===== src/rtl/handshake_fifo_buffer.sv =====
// Valid/ready FIFO buffer with registered handshake outputs and no input-to-output bypass.
// The head word is kept in an output register that is reloaded from the next-state view of the storage.
module handshake_fifo_buffer #(
    parameter int DATA_WIDTH = 32,
    parameter int DEPTH      = 4
) (
    input  logic                  clk,
    input  logic                  rst,
    input  logic [DATA_WIDTH-1:0] ins,
    input  logic                  ins_valid,
    output logic                  ins_ready,
    output logic [DATA_WIDTH-1:0] outs,
    output logic                  outs_valid,
    input  logic                  outs_ready
);

    localparam int PTR_W = (DEPTH > 1) ? $clog2(DEPTH) : 1;
    localparam int CNT_W = $clog2(DEPTH + 1);

    localparam logic [PTR_W-1:0] PTR_ZERO = PTR_W'(0);
    localparam logic [PTR_W-1:0] PTR_ONE  = PTR_W'(1);
    localparam logic [PTR_W-1:0] PTR_LAST = PTR_W'(DEPTH - 1);
    localparam logic [CNT_W-1:0] CNT_ZERO = CNT_W'(0);
    localparam logic [CNT_W-1:0] CNT_ONE  = CNT_W'(1);
    localparam logic [CNT_W-1:0] CNT_FULL = CNT_W'(DEPTH);

    logic [DATA_WIDTH-1:0] mem_r [0:DEPTH-1];
    logic [PTR_W-1:0]      wr_ptr_r;
    logic [PTR_W-1:0]      rd_ptr_r;
    logic [CNT_W-1:0]      count_r;
    logic                  ins_ready_r;
    logic                  outs_valid_r;
    logic [DATA_WIDTH-1:0] outs_r;

    logic                  push_s;
    logic                  pop_s;
    logic [PTR_W-1:0]      wr_next_s;
    logic [PTR_W-1:0]      rd_next_s;
    logic [CNT_W-1:0]      count_next_s;
    logic [DATA_WIDTH-1:0] head_next_s;

    assign push_s     = ins_valid & ins_ready_r;
    assign pop_s      = outs_valid_r & outs_ready;
    assign ins_ready  = ins_ready_r;
    assign outs_valid = outs_valid_r;
    assign outs       = outs_r;

    // Next write pointer, wrapping at the last slot
    always_comb begin
        wr_next_s = wr_ptr_r;
        if (push_s) begin
            wr_next_s = (wr_ptr_r == PTR_LAST) ? PTR_ZERO : (wr_ptr_r + PTR_ONE);
        end else begin
            wr_next_s = wr_ptr_r;
        end
    end

    // Next read pointer, wrapping at the last slot
    always_comb begin
        rd_next_s = rd_ptr_r;
        if (pop_s) begin
            rd_next_s = (rd_ptr_r == PTR_LAST) ? PTR_ZERO : (rd_ptr_r + PTR_ONE);
        end else begin
            rd_next_s = rd_ptr_r;
        end
    end

    // Occupancy update; simultaneous push and pop leaves it unchanged
    always_comb begin
        count_next_s = count_r;
        case ({push_s, pop_s})
            2'b10:   count_next_s = count_r + CNT_ONE;
            2'b01:   count_next_s = count_r - CNT_ONE;
            default: count_next_s = count_r;
        endcase
    end

    // New head: the word being written this edge if it lands in the next read slot
    always_comb begin
        head_next_s = mem_r[rd_next_s];
        if (push_s && (wr_ptr_r == rd_next_s)) begin
            head_next_s = ins;
        end else begin
            head_next_s = mem_r[rd_next_s];
        end
    end

    // Storage, pointers, occupancy and registered handshake outputs
    always_ff @(posedge clk or negedge rst) begin
        if (!rst) begin
            for (int i = 0; i < DEPTH; i++) begin
                mem_r[i] <= '0;
            end
            wr_ptr_r     <= PTR_ZERO;
            rd_ptr_r     <= PTR_ZERO;
            count_r      <= CNT_ZERO;
            ins_ready_r  <= 1'b1;
            outs_valid_r <= 1'b0;
            outs_r       <= '0;
        end else begin
            if (push_s) begin
                mem_r[wr_ptr_r] <= ins;
            end
            wr_ptr_r     <= wr_next_s;
            rd_ptr_r     <= rd_next_s;
            count_r      <= count_next_s;
            ins_ready_r  <= (count_next_s != CNT_FULL);
            outs_valid_r <= (count_next_s != CNT_ZERO);
            outs_r       <= head_next_s;
        end
    end

endmodule


===== config.mk =====
export PLATFORM = sky130hd
export DESIGN_NAME = handshake_fifo_buffer
export DESIGN_NICKNAME = d
export VERILOG_FILES = /design/src/rtl/handshake_fifo_buffer.sv
export SDC_FILE = /design/constraint.sdc
export NUM_CORES = 1
export LEC_CHECK = 0
export BUFFER_PORTS_ARGS = -buffer_cell sky130_fd_sc_hd__buf_2
export CORE_MARGIN = 4
export CORE_UTILIZATION = 55
export CTS_CLUSTER_DIAMETER = 120
export DETAILED_ROUTE_END_ITERATION = 7
export GPL_ROUTABILITY_DRIVEN = 0
export PLACE_DENSITY = 0.74
export SLEW_MARGIN = 10
export SYNTH_ARGS = -nofsm -noshare
export SYNTH_HDL_FRONTEND = slang
export SYNTH_SLANG_ARGS = --single-unit

===== constraint.sdc =====
create_clock -name clk -period 2.4 [get_ports clk]
set_input_delay 0.48 -clock clk [delete_from_list [all_inputs] [get_ports clk]]
set_output_delay 0.48 -clock clk [all_outputs]
set_load 0.005 [all_outputs]

== Word level (Yosys, flattened, before mapping) ==
Index checks and enable logic that the tools add are counted.

* Flip-flop bits (word level): 169
* Latch bits: 0
* RAM bits: 0
* Memory bits (read-only): 0
* Input bits: 36
* Output and inout port bits: 34
* Word-level logic and storage cells: 41
* Memories kept: 0

* $add $sub $neg: 4
* $mul: 0
* Div/mod/pow operators: 0
* $lt $le $gt $ge: 3
* Eq/ne operators: 6
* Shift-type cells: 0
* Muxes and demuxes: 11
* Bitwise gates (word level): 4
* Reduce and logical (&&, ||, !) cells: 3

{| class="wikitable"
|+ Operators by type and width
! kind !! count
|-
| $bwmux W128 || 1
|-
| $mux W32 || 4
|-
| $bmux W32 S2 || 1
|-
| $demux W32 S2 || 1
|-
| $eq A2 B2 Y1 const B || 3
|-
| $ge A3 B3 Y1 const B || 2
|-
| $mux W2 || 3
|-
| $not A2 Y3 || 2
|-
| $pmux W3 S2 || 1
|-
| $add A2 B1 Y2 const B || 2
|-
| $add A3 B1 Y3 const B || 1
|-
| $lt A3 B1 Y1 const B || 1
|-
| $ne A3 B3 Y1 const B || 1
|-
| $reduce_bool A3 Y1 || 1
|-
| $sub A3 B1 Y3 const B || 1
|-
| $and A1 B1 Y1 || 2
|-
| $eq A2 B1 Y1 const B || 1
|-
| $eq A2 B2 Y1 || 1
|-
| $logic_and A1 B1 Y1 || 2
|}

== Depth between registers and ports, before layout ==
Gate-level depths: netlist (run 1).

* Depth after elaboration: 8
* Gate-level depth with buffers: 9
* Mapped depth without buffers: 8

== Worst setup path after synthesis (run 1) ==
Ideal clock, no wire load.

* Path type: reg-to-reg
* Start point: reg ins_ready_r (netlist: ins_ready)
* End point: reg outs_valid_r (netlist: outs_valid)
* Setup time: 121 ps
* Arrival time: 1944 ps
* Required time: 2279 ps
* Setup slack: 335 ps
* Cell stages (with the launch flop): 10
* Path buffers: 1
* Clock period less this slack: 2065 ps
* Cells stage by stage: dfstp_2 -> and2_1 -> buf_2 -> inv_1 -> ha_1 -> fa_1 -> xnor2_1 -> nor2_1 -> xor2_1 -> nand2b_1

* Cells in the longest elaborated chain, start to end: 4
* Elaborated cells on any way between the ends: 5
* Classes of those cells: 2 x eq/ne; 1 x mux; 1 x bitwise; 1 x reduce/logical

{| class="wikitable"
|+ Ends and longest elaborated chain
! what !! line !! text
|-
| start, declared || 31 || <nowiki>logic ins_ready_r;</nowiki>
|-
| start signal, assigned || 107 || <nowiki>ins_ready_r <= (count_next_s != CNT_FULL);</nowiki>
|-
| $and A1 B1 Y1 * || 42 || <nowiki>assign push_s = ins_valid & ins_ready_r;</nowiki>
|-
| $eq A2 B1 Y1 / $eq A2 B2 Y1 (equally long branches) || 71 || <nowiki>case ({push_s, pop_s})</nowiki>
|-
| $pmux W3 S2 * || 71 ||
|-
| via count_next_s[2] || 39 || <nowiki>logic [CNT_W-1:0] count_next_s;</nowiki>
|-
| $reduce_bool A3 Y1 * || 108 || <nowiki>outs_valid_r <= (count_next_s != CNT_ZERO);</nowiki>
|-
| end signal, assigned || 108 ||
|-
| end, declared || 32 || <nowiki>logic outs_valid_r;</nowiki>
|}

Mark *: on every way through the listed nets, which the timed path passes. The rest lies on a longest branch.
A chain may end at the register's enable or synchronous reset.

== Worst setup path in the final report (run 1) ==
Same ends and word-level chain as after synthesis.

==> results of run 1 <==
[flip-flops by register name (all words and copies together) (netlist names)]
| signal | flops |
|---|---|
| count_r | 3 |
| ins_ready | 1 |
| mem_r | 128 |
| outs | 32 |
| outs_valid | 1 |
| rd_ptr_r | 2 |
| wr_ptr_r | 2 |
[worst max path at each step]
| stage | from | end | slack [ns] | cells after the start |
|---|---|---|---|---|
| CTS | ins_ready | outs_valid | 0.38 | 8 |
| global placement | ins_valid | outs_valid | 0.34 | 9 |
| global route | ins_ready | outs_valid | 0.26 | 8 |
| floorplan | ins_ready | outs_valid | 0.34 | 9 |
| detailed placement | outs_ready | outs[12] | 0.31 | 7 |
| finish | ins_ready | outs_valid | 0.39 | 8 |
[per-layer routing]
layer  global-route usage (%)  vias to the layer above  part of all wire [%]
li1                         -                     1904                     -
met1                     23.4                     2111                    45
met2                     32.1                       59                    51
met3                     4.91                       14                   3.5
met4                     5.99                        0                   1.3
met5                        0                        -                     0
[power groups by stage]
stage                     clock network, mW  logic [mW]  registers, mW
after floorplan                           0        5.02           4.93
after global placement                    0        5.95           5.01
after detailed placement                  0        6.18           5.10
after CTS                              2.95        6.21           5.06
after global routing                   3.07        6.64           5.22
final                                  2.87        6.10           5.05
[worst max-delay path, delay by kind of cell, from the launching register on]
family	cells	cell delay, ns
DFF	1	0.52
and+or+nand+nor	3	0.39
buffers and inverters	1	0.06
adders and majority gates	2	0.61
xor gates and xnor gates	2	0.37
[cells by family after synthesis]
kind of cell	count (synthesis)	synth area share, %
simple gates	14	1.06
buf+inv	32	3.17
compound gates	2	0.131
mux	259	38.3
flops	169	55.3
xor+xnor	5	0.769
fa+ha+maj	7	1.24
[synthesized netlist by cell type]
library cell | n | share of area [%]
sky130_fd_sc_hd__buf_6 | 6 | 0.88
sky130_fd_sc_hd__nand2_1 | 6 | 0.29
sky130_fd_sc_hd__xnor2_2 | 2 | 0.43
sky130_fd_sc_hd__inv_1 | 5 | 0.25
sky130_fd_sc_hd__buf_2 | 14 | 0.92
sky130_fd_sc_hd__mux2_4 | 30 | 5.9
sky130_fd_sc_hd__nand3_4 | 1 | 0.23
sky130_fd_sc_hd__xnor2_1 | 2 | 0.23
sky130_fd_sc_hd__fa_1 | 1 | 0.26
sky130_fd_sc_hd__mux2i_1 | 96 | 13
sky130_fd_sc_hd__and2_1 | 1 | 0.082
sky130_fd_sc_hd__buf_4 | 3 | 0.29
sky130_fd_sc_hd__nand2b_1 | 1 | 0.082
sky130_fd_sc_hd__dfstp_2 | 1 | 0.34
sky130_fd_sc_hd__inv_2 | 1 | 0.049
sky130_fd_sc_hd__nand2_4 | 1 | 0.15
sky130_fd_sc_hd__mux2_2 | 109 | 16
sky130_fd_sc_hd__or3_1 | 1 | 0.082
sky130_fd_sc_hd__ha_1 | 6 | 0.98
sky130_fd_sc_hd__buf_12 | 3 | 0.79
sky130_fd_sc_hd__dfrtp_1 | 168 | 55
sky130_fd_sc_hd__mux2_1 | 22 | 3.2
sky130_fd_sc_hd__xor2_1 | 1 | 0.11
sky130_fd_sc_hd__nor2_1 | 3 | 0.15
sky130_fd_sc_hd__mux2i_4 | 2 | 0.59
sky130_fd_sc_hd__o21ai_0 | 2 | 0.13
[layout make-up]
cell class | instances | area (sq um)
clock buffer | 25 | 495
clock inverter | 7 | 138
sequential | 169 | 4230
timing repair buffer | 88 | 569
fill | 992 | 4590
multi-input combinational | 287 | 3190
tap | 176 | 220
inverter | 6 | 22.5
[through the flow]
| stage | area, sq um | hold WS [ns] | power, mW |
|---|---|---|---|
| global route | 8860 | 0.0667 | 14.9 |
| CTS | 8860 | 0.0460 | 14.2 |
| detailed placement | 8230 | 0.470 | 11.3 |
| global placement | 8230 | 0.466 | 11.0 |
| floorplan | 7650 | 0.184 | 9.95 |
| finish | 8860 | 0.0364 | 14.0 |
==> report_table.html, run 1 <==
<table>
<tr><th>Metric</th><th>Value</th></tr>
<tr><th colspan="2">Place</th></tr>
<tr><td>Placed instance count</td><td>726</td></tr>
<tr><td>Port bufs</td><td>69</td></tr>
<tr><td>DP Wirelength</td><td>8.82 mm</td></tr>
<tr><td>Worst setup timing slack at the placement stage</td><td>0.305 ns</td></tr>
<tr><th colspan="2">Drt</th></tr>
<tr><td>Sum of routed wire length over all layers</td><td>13.8 mm</td></tr>
<tr><td>Routed Antenna Nets</td><td>0</td></tr>
<tr><td>Routed length per placed instance</td><td>18.2 microns</td></tr>
<tr><td>Via count</td><td>4,088</td></tr>
<tr><td>Vias per Instance</td><td>5.39</td></tr>
<tr><td>DRC violations left</td><td>0</td></tr>
<tr><td>Initial DRC Count</td><td>152</td></tr>
<tr><td>First-pass iteration count of the detailed router</td><td>4</td></tr>
<tr><th colspan="2">Power and ir drop</th></tr>
<tr><td>Internal</td><td>9.83 mW</td></tr>
<tr><td>Clock network power share</td><td>20.5%</td></tr>
<tr><td>Relative contribution of combinational cells to total power</td><td>43.5%</td></tr>
<tr><td>Leakage power of the design</td><td>4.31 nW</td></tr>
<tr><td>Net switching share of the total power</td><td>29.9%</td></tr>
<tr><td>Net switching component of the power</td><td>4.19 mW</td></tr>
<tr><td>Sequential share of power</td><td>36.0%</td></tr>
<tr><td>Worst vdd ir</td><td>0.981 mV</td></tr>
<tr><td>Power density over the cells</td><td>1580 nW/um^2</td></tr>
<tr><th colspan="2">Worst setup path</th></tr>
<tr><td>Worst path cell trace</td><td>and2_1, inv_1, ha_1, fa_1, xnor2_1, nor2_1, xor2_1, nand2b_1</td></tr>
<tr><td>Standard cell with the maximum stage delay on the critical path</td><td>sky130_fd_sc_hd__dfstp_2</td></tr>
<tr><td>Max incr delay on CP</td><td>0.52 ns</td></tr>
<tr><td>R2r setup slk</td><td>0.39 ns</td></tr>
<tr><td>Reg-to-reg startpoint</td><td>ins_ready</td></tr>
<tr><td>Startpoint kind of the worst setup timing path</td><td>flop</td></tr>
<tr><td>WS Path Type</td><td>reg2reg</td></tr>
<tr><td>R2r worst-path depth</td><td>8</td></tr>
<tr><td>Worst Path Max Fanout</td><td>3</td></tr>
<tr><td>Required time at the endpoint of the critical path</td><td>2.75 ns</td></tr>
<tr><td>Worst Setup End Kind</td><td>flop</td></tr>
<tr><td>Data arrival time of the critical path</td><td>2.37 ns</td></tr>
<tr><td>Critical R2R Capture</td><td>outs_valid</td></tr>
<tr><th colspan="2">STA</th></tr>
<tr><td>Final sum of negative setup slack</td><td>0 ns</td></tr>
<tr><td>Period Utilization, post-route</td><td>83.9%</td></tr>
<tr><td># setup viols final</td><td>0</td></tr>
<tr><td>Number of slew-limit violations in the final report</td><td>0</td></tr>
<tr><td>Post-Route Skew</td><td>0.00673 ns</td></tr>
<tr><td>Tmin final</td><td>2.01 ns</td></tr>
<tr><td>Final Worst Setup Slack</td><td>0.386 ns</td></tr>
<tr><td>Maximum operating frequency</td><td>497 MHz</td></tr>
<tr><td>Number of hold violations in the final report</td><td>0</td></tr>
<tr><td>Remaining max-slew budget at the tightest pin</td><td>61.1%</td></tr>
<tr><td>Transition time of the tightest slew-check pin</td><td>0.584 ns</td></tr>
<tr><td>RSZ-0062 raised after global routing</td><td>no</td></tr>
<tr><th colspan="2">Finish</th></tr>
<tr><td>Proportion of layout cells with a drive suffix above 1</td><td>45.9%</td></tr>
<tr><td>Layout net count</td><td>612</td></tr>
<tr><td>Most common cell after layout, fill and taps aside</td><td>sky130_fd_sc_hd__dfrtp_1</td></tr>
<tr><td>Highest-count cells in the layout ignoring fill and taps</td><td>sky130_fd_sc_hd__dfrtp_1, sky130_fd_sc_hd__mux2_2, sky130_fd_sc_hd__mux2i_1, sky130_fd_sc_hd__buf_2, sky130_fd_sc_hd__mux2_4</td></tr>
<tr><td>Non-filler instance count after layout</td><td>758</td></tr>
<tr><td>Final standard cell utilization of the core</td><td>65.9%</td></tr>
<tr><td>Number of antenna repair diodes</td><td>0</td></tr>
<tr><td>Growth of design area from synthesis to finish</td><td>15.8%</td></tr>
<tr><th colspan="2">Clocking</th></tr>
<tr><td>CTS Sinks</td><td>169</td></tr>
<tr><td>Number of buffers inserted during clock tree synthesis</td><td>17</td></tr>
<tr><td>H-Tree Depth</td><td>4</td></tr>
<tr><td>Clock tree from TritonCTS</td><td>done</td></tr>
<tr><td>Worst-case clock buffer depth</td><td>2</td></tr>
<tr><td>Post-CTS setup-driven buffer insertion count</td><td>0</td></tr>
<tr><td>Clock latency on the worst-skew pair</td><td>0.42 ns</td></tr>
<tr><td>CTS Root Buffer Type</td><td>sky130_fd_sc_hd__clkbuf_16</td></tr>
<tr><td>Clock slew seen by the registers of the worst setup and hold paths</td><td>0.06 ns</td></tr>
<tr><td>Number of buffers inserted by hold repair at cts</td><td>0</td></tr>
<tr><td>CTS-repair resized insts</td><td>0</td></tr>
<tr><th colspan="2">Logic synthesis</th></tr>
<tr><td>Flops &amp; latches, synth</td><td>169</td></tr>
<tr><td>Post-synthesis instance total</td><td>488</td></tr>
<tr><td>Synthesized area per cell</td><td>15.7 sq um</td></tr>
<tr><td>Part of the Yosys area used for sequential elements</td><td>55.3%</td></tr>
<tr><td>Count of cell types in the netlist</td><td>26</td></tr>
<tr><td>Yosys warning total</td><td>0</td></tr>
<tr><td>Area of the mapped netlist</td><td>7650 sq um</td></tr>
<tr><td>Synthesized netlist net count</td><td>531</td></tr>
<tr><th colspan="2">Run</th></tr>
<tr><td>MaxCap Viol Count</td><td>0</td></tr>
<tr><th colspan="2">Floorplan</th></tr>
<tr><td>Die width</td><td>126 microns</td></tr>
<tr><td>Site row count</td><td>42</td></tr>
<tr><td>Number of top-level design ports</td><td>70</td></tr>
<tr><td>Vertical die dimension</td><td>126 microns</td></tr>
<tr><td>Starting density of the core</td><td>56.9%</td></tr>
<tr><td>CORE AREA</td><td>13,500 sq um</td></tr>
<tr><td>Die ar.</td><td>15,900 sq um</td></tr>
<tr><th colspan="2">Outcome</th></tr>
<tr><td>Status</td><td>complete, no violations</td></tr>
<tr><th colspan="2">Global route</th></tr>
<tr><td>Number of global-route vias before repair</td><td>4,628</td></tr>
<tr><td>Number of antenna violations at the first check in global routing</td><td>0</td></tr>
<tr><td>Global-route wire length before repair</td><td>23.4 mm</td></tr>
<tr><td>Overflow after GRT</td><td>0</td></tr>
<tr><td>Pin count of the biggest net entering global routing</td><td>63</td></tr>
<tr><td>Global router's overall resource usage</td><td>18.8%</td></tr>
<tr><th colspan="2">Min path</th></tr>
<tr><td>Hold crit path type</td><td>in2async</td></tr>
</table>
No activity file was read; power rests on OpenSTA's default activity.
==> run 2, diff against run 1 <==
clock period = 2 ns   (was 2.4 ns; I/O delays follow)
==> report_table.html, run 2 (synthesized netlist as in run 1, its figures left out) <==
<table>
<tr><th>Metric</th><th>Value</th></tr>
<tr><th colspan="2">Outcome</th></tr>
<tr><td>Status</td><td>complete, no violations</td></tr>
<tr><th colspan="2">Finish</th></tr>
<tr><td>Layout net count</td><td>621</td></tr>
<tr><td>Register name with the most flops</td><td>mem_r</td></tr>
<tr><td>Proportion of layout cells with a drive suffix above 1</td><td>47.9%</td></tr>
<tr><td>Highest-count cells in the layout ignoring fill and taps</td><td>sky130_fd_sc_hd__dfrtp_1, sky130_fd_sc_hd__mux2_2, sky130_fd_sc_hd__mux2i_1, sky130_fd_sc_hd__buf_2, sky130_fd_sc_hd__mux2_4</td></tr>
<tr><td>Flip-flop count of the largest register after layout</td><td>128</td></tr>
<tr><td>Growth of design area from synthesis to finish</td><td>18.6%</td></tr>
<tr><td>Number of antenna repair diodes</td><td>0</td></tr>
<tr><td>Final standard cell utilization of the core</td><td>67.4%</td></tr>
<tr><td>Most common cell after layout, fill and taps aside</td><td>sky130_fd_sc_hd__dfrtp_1</td></tr>
<tr><td>Non-filler instance count after layout</td><td>767</td></tr>
<tr><th colspan="2">Worst setup path</th></tr>
<tr><td>Family with the most delay on the worst path</td><td>flip-flops</td></tr>
<tr><td>Required time at the endpoint of the critical path</td><td>2.36 ns</td></tr>
<tr><td>Worst path cell trace</td><td>and2_4, inv_2, ha_4, fa_2, xnor2_2, nor2_1, xor2_1, nand2b_1</td></tr>
<tr><td>Worst Setup End Kind</td><td>flop</td></tr>
<tr><td>WS Path Type</td><td>reg2reg</td></tr>
<tr><td>Max incr delay on CP</td><td>0.53 ns</td></tr>
<tr><td>Critical path buffers and inverters</td><td>1</td></tr>
<tr><td>Startpoint kind of the worst setup timing path</td><td>flop</td></tr>
<tr><td>Worst Path Max Fanout</td><td>3</td></tr>
<tr><td>Data arrival time of the critical path</td><td>2.26 ns</td></tr>
<tr><td>Standard cell with the maximum stage delay on the critical path</td><td>sky130_fd_sc_hd__dfstp_2</td></tr>
<tr><th colspan="2">Global route</th></tr>
<tr><td>Global router's overall resource usage</td><td>18.9%</td></tr>
<tr><td>Overflow after GRT</td><td>0</td></tr>
<tr><td>Number of global-route vias before repair</td><td>4,631</td></tr>
<tr><td>Global-route wire length before repair</td><td>23.7 mm</td></tr>
<tr><td>Number of antenna violations at the first check in global routing</td><td>1</td></tr>
<tr><td>Pin count of the biggest net entering global routing</td><td>51</td></tr>
<tr><th colspan="2">Clocking</th></tr>
<tr><td>CTS Sinks</td><td>169</td></tr>
<tr><td>Number of buffers inserted during clock tree synthesis</td><td>17</td></tr>
<tr><td>Clock latency on the worst-skew pair</td><td>0.42 ns</td></tr>
<tr><td>Worst-case clock buffer depth</td><td>2</td></tr>
<tr><td>CTS Root Buffer Type</td><td>sky130_fd_sc_hd__clkbuf_16</td></tr>
<tr><td>H-Tree Depth</td><td>4</td></tr>
<tr><td>Post-CTS setup-driven buffer insertion count</td><td>0</td></tr>
<tr><td>Clock tree from TritonCTS</td><td>done</td></tr>
<tr><td>Clock slew seen by the registers of the worst setup and hold paths</td><td>0.06 ns</td></tr>
<tr><th colspan="2">Drt</th></tr>
<tr><td>Sum of routed wire length over all layers</td><td>14.0 mm</td></tr>
<tr><td>Vias per Instance</td><td>5.39</td></tr>
<tr><td>Initial DRC Count</td><td>203</td></tr>
<tr><td>Routed length per placed instance</td><td>18.2 microns</td></tr>
<tr><td>Via count</td><td>4,131</td></tr>
<tr><td>DRC violations left</td><td>0</td></tr>
<tr><td>Routed Antenna Nets</td><td>0</td></tr>
<tr><td>First-pass iteration count of the detailed router</td><td>4</td></tr>
<tr><th colspan="2">Power and ir drop</th></tr>
<tr><td>Worst vdd ir</td><td>1.14 mV</td></tr>
<tr><td>Net switching share of the total power</td><td>29.8%</td></tr>
<tr><td>Internal</td><td>12.2 mW</td></tr>
<tr><td>Sequential share of power</td><td>34.8%</td></tr>
<tr><td>Relative contribution of combinational cells to total power</td><td>44.8%</td></tr>
<tr><td>Power density over the cells</td><td>1910 nW/um^2</td></tr>
<tr><td>Clock network power share</td><td>20.4%</td></tr>
<tr><td>Leakage power of the design</td><td>4.41 nW</td></tr>
<tr><td>Net switching component of the power</td><td>5.17 mW</td></tr>
<tr><th colspan="2">Place</th></tr>
<tr><td>DP Wirelength</td><td>8.98 mm</td></tr>
<tr><td>Placed instance count</td><td>734</td></tr>
<tr><td>Port bufs</td><td>69</td></tr>
<tr><th colspan="2">STA</th></tr>
<tr><td>Tmin final</td><td>1.91 ns</td></tr>
<tr><td>Number of hold violations in the final report</td><td>0</td></tr>
<tr><td>Post-Route Skew</td><td>0.00595 ns</td></tr>
<tr><td>Remaining max-slew budget at the tightest pin</td><td>67.8%</td></tr>
<tr><td>Period Utilization, post-route</td><td>95.4%</td></tr>
<tr><td>Transition time of the tightest slew-check pin</td><td>0.483 ns</td></tr>
<tr><td>Number of slew-limit violations in the final report</td><td>0</td></tr>
<tr><td>RSZ-0062 raised after global routing</td><td>yes</td></tr>
<tr><td>Maximum operating frequency</td><td>524 MHz</td></tr>
<tr><td># setup viols final</td><td>0</td></tr>
<tr><th colspan="2">Floorplan</th></tr>
<tr><td>Site row count</td><td>42</td></tr>
<tr><td>CORE AREA</td><td>13,500 sq um</td></tr>
<tr><td>Die width</td><td>126 microns</td></tr>
<tr><td>Starting density of the core</td><td>56.9%</td></tr>
<tr><td>Die ar.</td><td>15,900 sq um</td></tr>
<tr><td>Vertical die dimension</td><td>126 microns</td></tr>
<tr><td>Number of top-level design ports</td><td>70</td></tr>
<tr><th colspan="2">Run</th></tr>
<tr><td>MaxCap Viol Count</td><td>0</td></tr>
<tr><th colspan="2">Min path</th></tr>
<tr><td>Hold crit path type</td><td>in2reg</td></tr>
</table>
[run 2: metal layers]
layer | global-route usage, % | up-vias | routed length, microns | part of all wire (%)
li1 | - | 1931 | - | -
met1 | 24.1 | 2121 | 6110 | 44
met5 | 0 | - | 13 | 0.093
met3 | 5.08 | 17 | 548 | 3.9
met2 | 31.8 | 60 | 7120 | 51
met4 | 5.80 | 2 | 180 | 1.3
[run 2: through the flow]
stage / hold slack, ns / setup TNS (ns) / setup WS, ns / cell area, sq um / total power [mW]
2_1_floorplan: 0.104 / 0 / 0.0179 / 7660 / 11.9
3_3_place_gp: 0.374 / 0 / 0.0584 / 8390 / 13.5
3_5_place_dp: 0.380 / 0 / 0.0222 / 8390 / 13.9
4_1_cts: 0.242 / 0 / 0.0395 / 9040 / 17.5
5_1_grt: 0.250 / -0.0378 / -0.0378 / 9070 / 18.4
6_report: 0.255 / 0 / 0.0918 / 9070 / 17.3
[run 2: final timing paths]
| check | start | to | slack [ns] | depth (start not counted) |
|---|---|---|---|---|
| worst max-delay path | ins_ready | outs_valid | 0.09 | 8 |
| min in group asynchronous | rst | mem_r[4] | 0.50 | 2 |
| worst min register to register | count_r[2] | count_r[2] | 0.47 | 1 |
| worst min-delay path | ins[24] | mem_r[56] | 0.26 | 2 |
| max in group asynchronous | rst | mem_r[94] | 0.86 | 3 |
| worst max register to register | ins_ready | outs_valid | 0.09 | 8 |
[run 2: cell type report]
| cell class | instances | area [sq um] |
|---|---|---|
| Fill cell | 970 | 4380 |
| Sequential cell | 169 | 4230 |
| Multi-Input combinational cell | 287 | 3210 |
| Timing Repair Buffer | 97 | 743 |
| Clock buffer | 20 | 447 |
| Tap cell | 176 | 220 |
| Clock inverter | 12 | 196 |
| Inverter | 6 | 22.5 |
[run 2: power by group through the flow]
| stage | registers, mW | logic [mW] | clock network (mW) |
|---|---|---|---|
| 4_1_cts | 6.04 | 7.85 | 3.62 |
| 2_1_floorplan | 5.92 | 6.03 | 0 |
| 5_1_grt | 6.23 | 8.42 | 3.78 |
| 6_report | 6.02 | 7.77 | 3.54 |
| 3_5_place_dp | 6.10 | 7.81 | 0 |
| 3_3_place_gp | 5.98 | 7.56 | 0 |
[run 2: repair_timing]
action / in CTS / in global routing
endpoints found under the setup margin: 0 / 4
hold buffers: 1 / 0
gates resized for setup: 0 / 7
hold endpoints to repair: 46 / 0
==> run 3, diff against run 2 <==
clock period = 2.1 ns   (was 2 ns; I/O delays follow)
==> report_table.html, run 3 (synthesized netlist as in run 1, its figures left out) <==
<table>
<tr><th>Metric</th><th>Value</th></tr>
<tr><th colspan="2">Place</th></tr>
<tr><td>Placed instance count</td><td>726</td></tr>
<tr><td>Port bufs</td><td>69</td></tr>
<tr><td>Worst setup timing slack at the placement stage</td><td>0.0180 ns</td></tr>
<tr><td>DP Wirelength</td><td>8.83 mm</td></tr>
<tr><th colspan="2">Finish</th></tr>
<tr><td>Most common cell after layout, fill and taps aside</td><td>sky130_fd_sc_hd__dfrtp_1</td></tr>
<tr><td>Filler Cells Inserted</td><td>989</td></tr>
<tr><td>Final standard cell utilization of the core</td><td>66.0%</td></tr>
<tr><td>Flip-flop count of the largest register after layout</td><td>128</td></tr>
<tr><td>Register name with the most flops</td><td>mem_r</td></tr>
<tr><td>Non-filler instance count after layout</td><td>763</td></tr>
<tr><td>Growth of design area from synthesis to finish</td><td>16.0%</td></tr>
<tr><td>Number of antenna repair diodes</td><td>0</td></tr>
<tr><td>Proportion of layout cells with a drive suffix above 1</td><td>47.0%</td></tr>
<tr><td>Layout net count</td><td>617</td></tr>
<tr><td>Highest-count cells in the layout ignoring fill and taps</td><td>sky130_fd_sc_hd__dfrtp_1, sky130_fd_sc_hd__mux2_2, sky130_fd_sc_hd__mux2i_1, sky130_fd_sc_hd__buf_2, sky130_fd_sc_hd__mux2_4</td></tr>
<tr><th colspan="2">STA</th></tr>
<tr><td>Final sum of negative setup slack</td><td>0 ns</td></tr>
<tr><td>Transition time of the tightest slew-check pin</td><td>0.395 ns</td></tr>
<tr><td>Remaining max-slew budget at the tightest pin</td><td>73.6%</td></tr>
<tr><td>Post-Route Skew</td><td>0.00516 ns</td></tr>
<tr><td>Final Worst Setup Slack</td><td>0.120 ns</td></tr>
<tr><td>Number of slew-limit violations in the final report</td><td>0</td></tr>
<tr><td># setup viols final</td><td>0</td></tr>
<tr><td>RSZ-0062 raised after global routing</td><td>no</td></tr>
<tr><td>Period Utilization, post-route</td><td>94.3%</td></tr>
<tr><td>Maximum operating frequency</td><td>505 MHz</td></tr>
<tr><td>Tmin final</td><td>1.98 ns</td></tr>
<tr><td>Worst hold slack</td><td>0.274 ns</td></tr>
<tr><td>Number of hold violations in the final report</td><td>0</td></tr>
<tr><th colspan="2">Drt</th></tr>
<tr><td>Sum of routed wire length over all layers</td><td>14.0 mm</td></tr>
<tr><td>First-pass iteration count of the detailed router</td><td>4</td></tr>
<tr><td>Initial DRC Count</td><td>175</td></tr>
<tr><td>Via count</td><td>4,126</td></tr>
<tr><td>Vias per Instance</td><td>5.41</td></tr>
<tr><td>Routed length per placed instance</td><td>18.4 microns</td></tr>
<tr><td>Routed Antenna Nets</td><td>0</td></tr>
<tr><td>DRC violations left</td><td>0</td></tr>
<tr><th colspan="2">Power and ir drop</th></tr>
<tr><td>Power density over the cells</td><td>1780 nW/um^2</td></tr>
<tr><td>Leakage power of the design</td><td>4.31 nW</td></tr>
<tr><td>Relative contribution of combinational cells to total power</td><td>45.9%</td></tr>
<tr><td>Clock network power share</td><td>17.7%</td></tr>
<tr><td>Net switching component of the power</td><td>4.95 mW</td></tr>
<tr><td>Sequential share of power</td><td>36.4%</td></tr>
<tr><td>Worst vdd ir</td><td>1.01 mV</td></tr>
<tr><td>Internal</td><td>10.9 mW</td></tr>
<tr><td>Net switching share of the total power</td><td>31.3%</td></tr>
<tr><th colspan="2">Floorplan</th></tr>
<tr><td>Number of top-level design ports</td><td>70</td></tr>
<tr><td>Die ar.</td><td>15,900 sq um</td></tr>
<tr><td>Vertical die dimension</td><td>126 microns</td></tr>
<tr><td>Die width</td><td>126 microns</td></tr>
<tr><td>Starting density of the core</td><td>56.9%</td></tr>
<tr><td>Site row count</td><td>42</td></tr>
<tr><td>CORE AREA</td><td>13,500 sq um</td></tr>
<tr><th colspan="2">Min path</th></tr>
<tr><td>Worst-case hold path end point</td><td>mem_r[58]</td></tr>
<tr><td>Hold crit path type</td><td>in2reg</td></tr>
<tr><td>Origin of the worst min-delay path</td><td>ins[26]</td></tr>
<tr><td>Number of instances on the worst hold path</td><td>2</td></tr>
<tr><th colspan="2">Worst setup path</th></tr>
<tr><td>Max incr delay on CP</td><td>0.42 ns</td></tr>
<tr><td>Most numerous cell on the critical path</td><td>sky130_fd_sc_hd__buf_4</td></tr>
<tr><td>Critical R2R Capture</td><td>outs[27]</td></tr>
<tr><td>WS Path Type</td><td>reg2reg</td></tr>
<tr><td>Reg-to-reg startpoint</td><td>rd_ptr_r[0]</td></tr>
<tr><td>R2r setup slk</td><td>0.12 ns</td></tr>
<tr><td>Standard cell with the maximum stage delay on the critical path</td><td>sky130_fd_sc_hd__dfrtp_1</td></tr>
<tr><td>Data arrival time of the critical path</td><td>2.28 ns</td></tr>
<tr><td>Worst path cell trace</td><td>ha_1, nor2_1, mux2i_4, buf_4, xnor2_2, nand3_4, buf_4, mux2_4</td></tr>
<tr><td>Worst Setup End Kind</td><td>flop</td></tr>
<tr><td>Worst Path Max Fanout</td><td>6</td></tr>
<tr><td>R2r worst-path depth</td><td>8</td></tr>
<tr><td>Required time at the endpoint of the critical path</td><td>2.40 ns</td></tr>
<tr><td>Startpoint kind of the worst setup timing path</td><td>flop</td></tr>
<tr><th colspan="2">Clocking</th></tr>
<tr><td>Clock tree from TritonCTS</td><td>done</td></tr>
<tr><td>Number of buffers inserted during clock tree synthesis</td><td>17</td></tr>
<tr><td>CTS Root Buffer Type</td><td>sky130_fd_sc_hd__clkbuf_16</td></tr>
<tr><td>Clock latency on the worst-skew pair</td><td>0.42 ns</td></tr>
<tr><td>Worst-case clock buffer depth</td><td>2</td></tr>
<tr><td>CTS Sinks</td><td>169</td></tr>
<tr><td>H-Tree Depth</td><td>4</td></tr>
<tr><td>Clock slew seen by the registers of the worst setup and hold paths</td><td>0.06 ns</td></tr>
<tr><th colspan="2">Global route</th></tr>
<tr><td>Pin count of the biggest net entering global routing</td><td>67</td></tr>
<tr><td>Overflow after GRT</td><td>0</td></tr>
<tr><td>Number of antenna violations at the first check in global routing</td><td>0</td></tr>
<tr><td>Global-route wire length before repair</td><td>23.1 mm</td></tr>
<tr><td>Number of global-route vias before repair</td><td>4,522</td></tr>
<tr><td>Global router's overall resource usage</td><td>18.3%</td></tr>
<tr><th colspan="2">Outcome</th></tr>
<tr><td>Status</td><td>complete, no violations</td></tr>
<tr><th colspan="2">Run</th></tr>
<tr><td>MaxCap Viol Count</td><td>0</td></tr>
</table>
-- run 3: changes by cell type in the layout (fill, tap and decap cells not counted), moves of 2 or more --
cell | before | now
sky130_fd_sc_hd__clkinv_2 | 4 | 6
sky130_fd_sc_hd__bufinv_16 | 5 | 0
sky130_fd_sc_hd__buf_12 | 14 | 10
sky130_fd_sc_hd__clkinvlp_4 | 0 | 4
-- run 3: worst max path at each step --
stage	from	end	slack, ns	depth (start not counted)
global route	ins_ready	outs_valid	0.04	8
finish	rd_ptr_r[0]	outs[27]	0.12	8
detailed placement	outs_ready	outs[20]	0.02	7
floorplan	ins_ready	outs_valid	0.04	9
global placement	outs_ready	outs[19]	0.08	7
CTS	rd_ptr_r[0]	outs[27]	0.04	6
-- run 3: cell type report --
| cell class | instances | area, sq um | area share [%] |
|---|---|---|---|
| flip-flops and latches | 169 | 4230 | 47.7 |
| multi-input cells | 287 | 3190 | 36.0 |
| repair buffers | 93 | 677 | 7.63 |
| clock buffers | 20 | 457 | 5.15 |
| well taps | 176 | 220 | 2.48 |
| clock inverters | 12 | 77.6 | 0.874 |
| inverters | 6 | 22.5 | 0.254 |
-- run 3: metal layers --
layer | vias up | wire length [microns] | GRT usage [%]
met5 | - | 0 | 0
met4 | 0 | 151 | 4.23
met3 | 18 | 438 | 4.40
met2 | 57 | 7190 | 30.8
met1 | 2133 | 6250 | 24.1
li1 | 1918 | - | -
-- run 3: stage by stage --
stage	instance area, sq um	total power [mW]
floorplan	7650	11.4
global placement	8280	12.6
detailed placement	8280	13.0
CTS	8820	15.8
global route	8880	16.9
finish	8880	15.8
-- run 3: timing repair --
action / 4_1_cts / 5_1_grt
buffers inserted: 0 / 3
hold endpoints to repair: 16 / 0
resized for setup: 0 / 2
setup endpoints to repair: 0 / 14
hold buffers: 1 / 0
-- run 3: power groups by stage --
| stage | logic, mW | registers, mW | clock network [mW] |
|---|---|---|---|
| CTS | 7.22 | 5.77 | 2.86 |
| finish | 7.26 | 5.76 | 2.80 |
| global placement | 6.93 | 5.71 | 0 |
| global route | 7.89 | 5.97 | 3.00 |
| floorplan | 5.73 | 5.64 | 0 |
| detailed placement | 7.18 | 5.82 | 0 |
-- run 3: critical path: cells and delay by family, from the launching register on --
kind | cells | cell delay [ns]
and+or+nand+nor | 2 | 0.29
buffers and inverters | 2 | 0.37
muxes | 2 | 0.40
DFF | 1 | 0.42
xor gates and xnor gates | 1 | 0.17
adders and majority gates | 1 | 0.21
